[src/rtl/shift_pipe.sv]
// rtl/shift_pipe.sv - pipelined barrel shifter (SLL/SRL/SRA/ROR) with valid/ready backpressure, flush and tag
module shift_pipe #(
  parameter int WIDTH = 32,
  parameter int TAG_W = 5,
  localparam int SHAMT_W = $clog2(WIDTH)
) (
  input  logic               clock,
  input  logic               reset_n,
  input  logic               flush,
  input  logic               in_valid,
  output logic               in_ready,
  input  logic [WIDTH-1:0]   in_data,
  input  logic [SHAMT_W-1:0] in_shamt,
  input  logic [1:0]         in_op,
  input  logic [TAG_W-1:0]   in_tag,
  output logic               out_valid,
  input  logic               out_ready,
  output logic [WIDTH-1:0]   out_data,
  output logic [TAG_W-1:0]   out_tag
);

  localparam logic [1:0] OP_SLL = 2'b00;
  localparam logic [1:0] OP_SRL = 2'b01;
  localparam logic [1:0] OP_SRA = 2'b10;

  logic               st_valid [SHAMT_W];
  logic [WIDTH-1:0]   st_data  [SHAMT_W];
  logic [SHAMT_W-1:0] st_shamt [SHAMT_W];
  logic [1:0]         st_op    [SHAMT_W];
  logic [TAG_W-1:0]   st_tag   [SHAMT_W];
  logic               st_sign  [SHAMT_W];

  logic               src_valid [SHAMT_W];
  logic [WIDTH-1:0]   src_data  [SHAMT_W];
  logic [SHAMT_W-1:0] src_shamt [SHAMT_W];
  logic [1:0]         src_op    [SHAMT_W];
  logic [TAG_W-1:0]   src_tag   [SHAMT_W];
  logic               src_sign  [SHAMT_W];
  logic [WIDTH-1:0]   nxt_data  [SHAMT_W];

  logic adv;

  function automatic logic [WIDTH-1:0] shift_step(
    input logic [WIDTH-1:0] d,
    input logic             sgn,
    input logic [1:0]       op,
    input int               s
  );
    logic [WIDTH-1:0] ones;
    ones = '1;
    case (op)
      OP_SLL:  shift_step = d << s;
      OP_SRL:  shift_step = d >> s;
      OP_SRA:  shift_step = (d >> s) | ({WIDTH{sgn}} & ~(ones >> s));
      default: shift_step = (d >> s) | (d << (WIDTH - s));
    endcase
  endfunction

  assign adv       = !st_valid[SHAMT_W-1] || out_ready;
  assign in_ready  = adv;
  assign out_valid = st_valid[SHAMT_W-1];
  assign out_data  = st_data[SHAMT_W-1];
  assign out_tag   = st_tag[SHAMT_W-1];

  // The shamt field is shifted left at every stage, so each stage only ever inspects its MSB.
  always_comb begin
    src_valid[0] = in_valid;
    src_data[0]  = in_data;
    src_shamt[0] = in_shamt;
    src_op[0]    = in_op;
    src_tag[0]   = in_tag;
    src_sign[0]  = in_data[WIDTH-1];
    for (int k = 1; k < SHAMT_W; k++) begin
      src_valid[k] = st_valid[k-1];
      src_data[k]  = st_data[k-1];
      src_shamt[k] = st_shamt[k-1];
      src_op[k]    = st_op[k-1];
      src_tag[k]   = st_tag[k-1];
      src_sign[k]  = st_sign[k-1];
    end
    for (int k = 0; k < SHAMT_W; k++) begin
      nxt_data[k] = src_data[k];
      if (src_shamt[k][SHAMT_W-1])
        nxt_data[k] = shift_step(src_data[k], src_sign[k], src_op[k], 1 << (SHAMT_W - 1 - k));
    end
  end

  always_ff @(posedge clock or negedge reset_n) begin
    if (!reset_n) begin
      for (int k = 0; k < SHAMT_W; k++) begin
        st_valid[k] <= 1'b0;
        st_data[k]  <= '0;
        st_shamt[k] <= '0;
        st_op[k]    <= '0;
        st_tag[k]   <= '0;
        st_sign[k]  <= 1'b0;
      end
    end else begin
      for (int k = 0; k < SHAMT_W; k++) begin
        if (flush)
          st_valid[k] <= 1'b0;
        else if (adv)
          st_valid[k] <= src_valid[k];
        if (adv) begin
          st_data[k]  <= nxt_data[k];
          st_shamt[k] <= src_shamt[k] << 1;
          st_op[k]    <= src_op[k];
          st_tag[k]   <= src_tag[k];
          st_sign[k]  <= src_sign[k];
        end
      end
    end
  end

endmodule

[config.mk]
export PLATFORM = sky130hd
export DESIGN_NAME = shift_pipe
export DESIGN_NICKNAME = d
export VERILOG_FILES = /design/src/rtl/shift_pipe.sv
export SDC_FILE = /design/constraint.sdc
export NUM_CORES = 1
export LEC_CHECK = 0
export ABC_AREA = 1
export BUFFER_PORTS_ARGS = -buffer_cell sky130_fd_sc_hd__buf_2
export CAP_MARGIN = 30
export CORE_ASPECT_RATIO = 0.75
export CORE_MARGIN = 2
export CORE_UTILIZATION = 60
export CTS_CLUSTER_DIAMETER = 100
export DETAILED_ROUTE_END_ITERATION = 7
export GPL_TIMING_DRIVEN = 0
export MAX_ROUTING_LAYER = met4
export PLACE_DENSITY = 0.8
export SKIP_CTS_REPAIR_TIMING = 1
export SLEW_MARGIN = 10
export SYNTH_ARGS = -nofsm -noshare
export SYNTH_HDL_FRONTEND = slang
export SYNTH_SLANG_ARGS = --single-unit
[constraint.sdc]
create_clock -name clock -period 1.35 [get_ports clock]
set_clock_uncertainty 0.1 [all_clocks]
set_input_delay 0.135 -clock clock [delete_from_list [all_inputs] [get_ports clock]]
set_output_delay 0.135 -clock clock [all_outputs]
set_load 0.05 [all_outputs]
==> flow_summary.toml <==
[placed_design]
hpwlAfterDp_um = 24890
place_area_sq_um = 12550
portBuffers = 86
dp.cells = 2032
finalWeightedCongestion = 1.003

[min_path]
hp-class = "input port to register"

[critical_path]
setup.worst_path.class = "register to output pin"
path_buf_inv = 4
startpoint_type = "register"
worstPathRequired_ps = 1120
slowest_stage = "dfrtp_2"
cp.arrival_ps = 1520
crit_family = "buffers and inverters"
cp_cell_sequence = "nand2_4 -> buf_12 -> buf_12 -> buf_12 -> buf_12"
crit_path_end_kind = "output pin"
path_max_fanout = 7
slowest_delay_ps = 420
crit_path_frequent_cell = "buf_12"

[flow_run]
drv_cap = 0

[cells_and_area]
diodes = 0
drive_above_1_share = 0.2054
layout_commonest_cell = "nand2_1"
nNetsFinal = 1947
area_growth_pct = 29.10
final_cell_area_sq_um = 15020
stdcell_count = 2166
most-common-layout-cells = "nand2_1 (548), inv_1 (235), dfrtp_1 (207)"
fin_util = 0.7840

[routing]
vias = 12210
wl_per_cell_um = 17.46
vias_per_cell = 5.638
firstDrtPassIters = 6
drtIter0Drc = 1510
wl_um = 37810
drc_errors = 0
drtAntennaViolNets = 0

[timing]
tightest_slew_ps = 543.9
setup_viol = 226
hold_violations = 2
fin_crit_ps = 1754
finalMaxSlewViolations = 0
setup_ws_ps = -404.0
fmax_mhz = 570.1
hold_ws_ps = -27.79
grt_setup_unrepaired = "true"
finalCritPeriodShare = 1.299
max_slew_margin = 0.6374

[run_status]
outcome = "finished, violations left"
violations = "hold timing, setup timing"

[clock_network]
clock_path_buffers = 3
htreeDepth = 1
cts_tree = "built"
clockRootBuffer = "clkbuf_16"
cts.sinks = 212
clk_latency_ps = 520
clk_pin_slew_ps = 60
cts_buffers = 22

[global_routing]
antenna_found_initial = 0
track_usage = 0.3431
grt_max_degree = 98
grt_pass1_vias = 10710
grt_overflow = 0
grt_pass1_wl_um = 53830

[synthesis]
synthDistinctLibCells = 18
avgSynthCellArea_sq_um = 6.880
yosys_warnings = 0
syn-num-nets = 1740
yosysSeqAreaShare = 0.4560
synthCells = 1691
netlist_area_sq_um = 11630
synth-seq-cells = 212

[die]
core-area_sq_um = 19160
initial_core_util = 0.6073
row_count = 44
ios = 88
die_area_sq_um = 20530
die_h_um = 124.6
die_x_um = 164.8

[power]
p_per_area_nw_per_um2 = 1208
power_leakage_nw = 7.925
max-vdd-ir-drop_mv = 1.063
## through the flow
stage          worst slack (ps)  total power [W]  TNS [ps]
6_report                 -404.0          0.01815    -19550
3_3_place_gp              -3803          0.01135   -748210
2_1_floorplan            -27.72          0.01026     -2188
4_1_cts                  -738.1          0.01744    -24210
3_5_place_dp             -251.4          0.01145    -21070
5_1_grt                  -438.3          0.01887    -29760
## Yosys cell counts
master    number  area, sq um
nand2_1      562         2110
inv_1        239        897.1
dfrtp_1      212         5305
nand3_1      150        750.7
o21ai_0      148        740.7
nor2_1       135        506.7
a21oi_1      114        570.6
buf_2         57        285.3
clkbuf_1      21        78.83
buf_4         18        135.1
o21ai_1       12        60.06
buf_6          8        90.09
inv_2          5        18.77
nand2_2        4        25.02
nor2_4         3        33.78
inv_4          1        6.260
nand2_4        1        11.26
nand3_2        1        10.01
## sequential cells by signal, indices dropped and copies added, names as in the netlist
signal     flops
src_shamt     10
src_sign       4
src_op         8
src_data     128
src_valid      4
out_valid      1
out_data      32
src_tag       20
out_tag        5
## kinds of logic (layout without fill, tap and decap cells)
family                 after synthesis  after routing  share of synthesized area
buffers and inverters              349            571                     0.1299
AND/OR/NAND/NOR                    856            856                     0.2963
flip-flops                         212            212                     0.4560
AO/OA/AOI/OAI                      274            274                     0.1179
## report_power, final
group | total [W] | switching, W | leakage [nW] | internal [W]
clock network | 0.00610 | 0.00262 | 0.346 | 0.00348
registers | 0.00771 | 0.000573 | 2.55 | 0.00714
logic | 0.00434 | 0.00294 | 5.03 | 0.00140
## worst min-delay path: stages
cell	delay [ps]
buf_2	140
nand3_1	80
nand2_1	70
nand2_1	60
o21ai_1	50
## layer usage
layer	global-route usage	wire [um]	vias to the layer above
met5	-	0	-
met4	0.06752	717	0
met3	0.1245	4770	77
met2	0.4617	16300	685
met1	0.5012	16030	5811
li1	-	-	5638
## worst paths after layout
kind	start	slack (ps)	endpoint	cells after the start
max	out_valid	-400	in_ready	5
max reg2reg	out_valid	-250	src_data[63]	9
max in group asynchronous	reset_n	270	out_data[5]	3
min in group asynchronous	reset_n	20	src_valid[1]	2
min	in_shamt[4]	-30	src_data[111]	5
min reg2reg	src_tag[9]	370	src_tag[9]	2
## area by class of cell
| type | instances | area [sq um] |
|---|---|---|
| Multi-Input combinational cell | 1130 | 5214 |
| Timing Repair inverter | 1 | 8.758 |
| Timing Repair Buffer | 184 | 1538 |
| Tap cell | 253 | 316.6 |
| Buffer | 102 | 993.5 |
| Sequential cell | 212 | 5311 |
| Clock inverter | 7 | 62.56 |
| Clock buffer | 32 | 639.4 |
| Inverter | 245 | 937.1 |
| Fill cell | 1388 | 4138 |
No activity file was read; power rests on OpenSTA's default activity.
